**src/rtl/pulsador_cond.sv**
```systemverilog
// pulsador_cond: pedestrian-button front end for the traffic-light controller.
// Synchronises and debounces the raw button, latches a request until the
// controller acknowledges it, then ignores presses for LOCK_TICKS timebase
// ticks. Also generates the 1-cycle timebase tick.
module pulsador_cond #(
  parameter int DIV        = 50_000_000,
  parameter int DEB_CYCLES = 1_000_000,
  parameter int LOCK_TICKS = 5
) (
  input  logic clk,
  input  logic rst,
  input  logic pulsador_in,
  input  logic ack,
  output logic tick,
  output logic estable,
  output logic pulso,
  output logic pedido
);

  // Counter widths: enough bits for each counter's largest value, never below 1.
  localparam int DIV_W  = (DIV > 1) ? $clog2(DIV) : 1;
  localparam int DEB_W  = (DEB_CYCLES > 1) ? $clog2(DEB_CYCLES) : 1;
  localparam int LOCK_W = (LOCK_TICKS > 0) ? $clog2(LOCK_TICKS + 1) : 1;

  localparam logic [DIV_W-1:0]  DIV_LAST  = DIV_W'(DIV - 1);
  localparam logic [DEB_W-1:0]  DEB_LAST  = DEB_W'(DEB_CYCLES - 1);
  // With no lockout the LOCK state is unreachable, so the value is irrelevant.
  localparam logic [LOCK_W-1:0] LOCK_LAST = (LOCK_TICKS > 0) ? LOCK_W'(LOCK_TICKS - 1) : '0;

  typedef enum logic [1:0] {
    IDLE = 2'd0,
    PEND = 2'd1,
    LOCK = 2'd2
  } state_t;

  logic [1:0]        sync_reg;
  logic [DEB_W-1:0]  deb_cnt_reg;
  logic              estable_reg;
  logic              pulso_reg;
  logic [DIV_W-1:0]  div_cnt_reg;
  logic              tick_reg;
  state_t            state_reg;
  state_t            state_next;
  logic [LOCK_W-1:0] lock_cnt_reg;
  logic [LOCK_W-1:0] lock_cnt_next;
  logic              pedido_reg;

  // Two-flop synchroniser for the asynchronous button; only sync_reg[1] is used.
  always_ff @(posedge clk) begin
    if (!rst) begin
      sync_reg <= 2'b00;
    end else begin
      sync_reg <= {sync_reg[0], pulsador_in};
    end
  end

  // Debounce: a new level must persist DEB_CYCLES cycles; any gap restarts the count.
  // The rising-edge pulse is produced on the same edge estable rises.
  always_ff @(posedge clk) begin
    if (!rst) begin
      deb_cnt_reg <= '0;
      estable_reg <= 1'b0;
      pulso_reg   <= 1'b0;
    end else begin
      pulso_reg <= 1'b0;
      if (sync_reg[1] == estable_reg) begin
        deb_cnt_reg <= '0;
      end else if (deb_cnt_reg == DEB_LAST) begin
        estable_reg <= sync_reg[1];
        pulso_reg   <= sync_reg[1];
        deb_cnt_reg <= '0;
      end else begin
        deb_cnt_reg <= deb_cnt_reg + DEB_W'(1);
      end
    end
  end

  // Timebase: free-running divider, tick registered one cycle after the terminal count.
  always_ff @(posedge clk) begin
    if (!rst) begin
      div_cnt_reg <= '0;
      tick_reg    <= 1'b0;
    end else if (div_cnt_reg == DIV_LAST) begin
      div_cnt_reg <= '0;
      tick_reg    <= 1'b1;
    end else begin
      div_cnt_reg <= div_cnt_reg + DIV_W'(1);
      tick_reg    <= 1'b0;
    end
  end

  // Request FSM state, lockout counter and registered pedido.
  always_ff @(posedge clk) begin
    if (!rst) begin
      state_reg    <= IDLE;
      lock_cnt_reg <= '0;
      pedido_reg   <= 1'b0;
    end else begin
      state_reg    <= state_next;
      lock_cnt_reg <= lock_cnt_next;
      pedido_reg   <= (state_next == PEND);
    end
  end

  // Request FSM next state: ack beats a coincident press; presses are dropped in LOCK.
  always_comb begin
    state_next    = state_reg;
    lock_cnt_next = lock_cnt_reg;
    case (state_reg)
      IDLE: begin
        if (pulso_reg) begin
          state_next = PEND;
        end
      end
      PEND: begin
        if (ack) begin
          state_next    = (LOCK_TICKS > 0) ? LOCK : IDLE;
          lock_cnt_next = '0;
        end
      end
      LOCK: begin
        if (tick_reg) begin
          if (lock_cnt_reg == LOCK_LAST) begin
            state_next    = IDLE;
            lock_cnt_next = '0;
          end else begin
            lock_cnt_next = lock_cnt_reg + LOCK_W'(1);
          end
        end
      end
      default: begin
        state_next    = IDLE;
        lock_cnt_next = '0;
      end
    endcase
  end

  assign tick    = tick_reg;
  assign estable = estable_reg;
  assign pulso   = pulso_reg;
  assign pedido  = pedido_reg;

endmodule

```
**config.mk**
```make
export PLATFORM = sky130hd
export DESIGN_NAME = pulsador_cond
export DESIGN_NICKNAME = d
export VERILOG_FILES = /design/src/rtl/pulsador_cond.sv
export SDC_FILE = /design/constraint.sdc
export NUM_CORES = 1
export LEC_CHECK = 0
export ABC_CLOCK_PERIOD_IN_PS = 3100
export BUFFER_PORTS_ARGS = -buffer_cell sky130_fd_sc_hd__buf_2
export CAP_MARGIN = 25
export CORE_MARGIN = 2
export CORE_UTILIZATION = 28
export CTS_CLUSTER_DIAMETER = 30
export DETAILED_ROUTE_END_ITERATION = 10
export GPL_TIMING_DRIVEN = 0
export HOLD_SLACK_MARGIN = 0.08
export SYNTH_ARGS = -nofsm -noshare
export SYNTH_HDL_FRONTEND = slang
export SYNTH_SLANG_ARGS = --single-unit
```
**constraint.sdc**
```tcl
create_clock -name clk -period 3.1 [get_ports clk]
set_input_delay 0.155 -clock clk [delete_from_list [all_inputs] [get_ports clk]]
set_output_delay 0.155 -clock clk [all_outputs]
set_load 0.05 [all_outputs]
```
==> results.cfg <==
[cells_and_area]
multiInputGateArea_um2 = 1270
fin_util_pct = 32.98
num_antenna_cells = 0
largest_reg_flops = 26
regArea_um2 = 1141
synthToLayoutAreaGrowth_pct = 14.04
nets = 320
nFillCells = 907
drive_gt1_share_pct = 10.09

[logic_synthesis]
muxShareOfSynthArea_pct = 0.7937
synth_top_family_by_area = simple AND/OR/NAND/NOR gates
yosysMostFrequentCell = dfxtp_1
synth-adder-area-share_pct = 1.984
seq_area_frac_synth_pct = 45.24
synth_compound_area_share_pct = 10.81
synth_fp_nets = 301
synth_edf_count = 0
async_reset_ff_share_pct = 0
syn-cell-area_um2 = 2522
ys_types = 32
synthCells = 293
synth-seq-cells = 57
yosys.area.top_type = dfxtp_1
synthXorXnorAreaFrac_pct = 8.681
synth_top_flop_cell = dfxtp_1
synth_area_per_cell_um2 = 8.609
synth_top_area_share_pct = 45.24
synthSimpleGateAreaFrac_pct = 28.08
yosysWarningCount = 0
synth_area_leaders = dfxtp_1 45%, nor2_1 5.1%, xor2_1 4.9%
synthTopCellsByCount = 57 x dfxtp_1, 34 x nor2_1, 23 x a21oi_1

[critical_path]
r2r_end = div_cnt_reg[7]$_SDFF_PP0_
cp-end-kind = flip-flop
timing.rr.start = div_cnt_reg[0]$_SDFF_PP0_
reg2reg_depth = 7
crit_path_end = div_cnt_reg[7]$_SDFF_PP0_
crit_start = div_cnt_reg[0]$_SDFF_PP0_
critical_path_required_ps = 3320
crit_type = flip-flop to flip-flop
worstPathMaxFanout = 10
worstPathArrival_ps = 2460
critPathLaunchType = flip-flop
r2r_slack_ps = 850

[place]
dp_hpwl_um = 3287
dpl_worst_slack_ps = 828.6
port-buffer-count = 7
gp_congestion = 0.7964

[worst_hold_path]
hp-class = input port to flip-flop

[sta]
fin_crit_sh_pct = 72.48
max_slew.worst_pin.slew_ps = 726.4
fmax_mhz = 445.1
hold_violations = 0
setup_viol_count_final = 0
worst_slack_ps = 853.2
grt_setup_unrepaired = false
drv_slew = 0
fin_crit_ps = 2247
worst_clock_skew_ps = 6.075
tns_ps = 0
relSlewSlack_pct = 51.16

[cts]
postCtsSetupBuffers = 0
cts_tree = built
clk_pin_slew_worst_paths_ps = 60
root_buffer = clkbuf_8
clock_sinks = 57
ctsHtreeMaxLevel = 3
clock_path_buffers = 2
clk_latency_ps = 330
cts_made_buffers = 9

[die]
die_y_um = 98.92
row_count = 34
die_x_um = 98.92
design.core.area_um2 = 8721
io_pins = 8
initial_utilization_pct = 28.92
dieArea_um2 = 9784

[global_route]
grt_pass1_vias = 1964
grt_overflow = 0
grt_max_degree = 11
antenna_found_initial = 0
grt_usage_pct = 10.71
grt_first_pass_wirelength_um = 8459

[routing]
drc = 0
dr.pass1.iters = 4
wirelength_um = 4708
wl_per_cell_um = 11.08
via_count = 2053
drt_iter0_markers = 94
drtAntennaViolNets = 0
via_per_inst = 4.831

[job]
drv_cap = 0

[outcome]
outcome = complete, no violations

[pwr]
powerDensity_nw_per_um2 = 476.6
total_leakage_power_uw = 0.0009216
irDropWorstVdd_mv = 0.2072
[worst max-delay path, cell delays in order, from the launching register on]
cell and delay (ps):
dfxtp_1 350, ha_1 190, and2_1 130, clkbuf_1 290, nand2_1 120, o31ai_1 650
buf_2 350, nor2_1 70
[cell families after synthesis]
logic type,count (synthesis)
muxes,2
buffers and inverters,28
and+or+nand+nor,128
AOI/OAI and AO/OA,49
DFF,57
xor gates and xnor gates,25
adders and majority gates,4
[worst min-delay path by stage]
| stage | start | endpoint | slack [ps] | depth (start not counted) |
|---|---|---|---|---|
| finish | ack | state_reg[1]$_SDFF_PN0_ | 120 | 3 |
| global route | ack | state_reg[1]$_SDFF_PN0_ | 120 | 3 |
| CTS | ack | state_reg[1]$_SDFF_PN0_ | 100 | 3 |
| detailed placement | pulsador_in | sync_reg[0]$_SDFF_PN0_ | 400 | 2 |
| global placement | pulsador_in | sync_reg[0]$_SDFF_PN0_ | 390 | 2 |
| floorplan | rst | sync_reg[0]$_SDFF_PN0_ | 280 | 1 |
[report_power, final]
part           switching [µW]  internal (µW)  leakage, µW  total (µW)
sequential               3.09            737     0.000460         741
combinational            16.0           8.58     0.000368        24.6
clock                     276            330    0.0000932         606
[placed cells by master (no fill, tap or decap), drive strengths merged, types with 5 or more instances in the layout]
cell type  netlist  layout
xor2            14      14
and3             6       6
and2             5       5
or4              9       9
o31ai            9       9
dfxtp           57      57
nand2           13      13
a21oi           23      23
and4             5       5
nand4           12      12
nand3           14      14
clkbuf           6      19
inv             17      17
or3             14      14
nor2            34      34
xnor2           11      11
buf              5      12
o21ai           14      14
[layout make-up]
cell class              instances  area share, %
multi-input cells             208          44.15
flip-flops and latches         57          39.67
clock buffers                  13          5.524
well taps                     108          4.698
inverters                      17          2.218
plain buffers                  11          1.653
repair buffers                  8          1.566
clock inverters                 3         0.5220
[per-stage QoR]
step           cell area, µm²  hold slack (ps)  std cells  total power, µW
2_1_floorplan            2522            276.7        293            771.6
5_1_grt                  2877            122.5        425             1434
6_report                 2877            123.0        425             1371
4_1_cts                  2877            97.97        425             1396
3_3_place_gp             2693            390.2        408            780.5
3_5_place_dp             2693            396.7        408            781.2
[what timing repair did]
| action | 4_1_cts | 5_1_grt |
|---|---|---|
| gates resized for setup | 0 | 0 |
| hold endpoints to repair | 1 | 0 |
| hold buffers | 1 | 0 |
[metal layers]
layer  vias up  part of all wire [%]  wire length, µm  GRT usage (%)
met5         -                     0                0              0
met4         0                  0.81               38          4.215
met3         5                   4.7              223          4.610
met2        33                    44             2056          15.70
met1       940                    51             2389          13.91
li1       1075                     -                -              -
(Power assumes the default switching activity.)
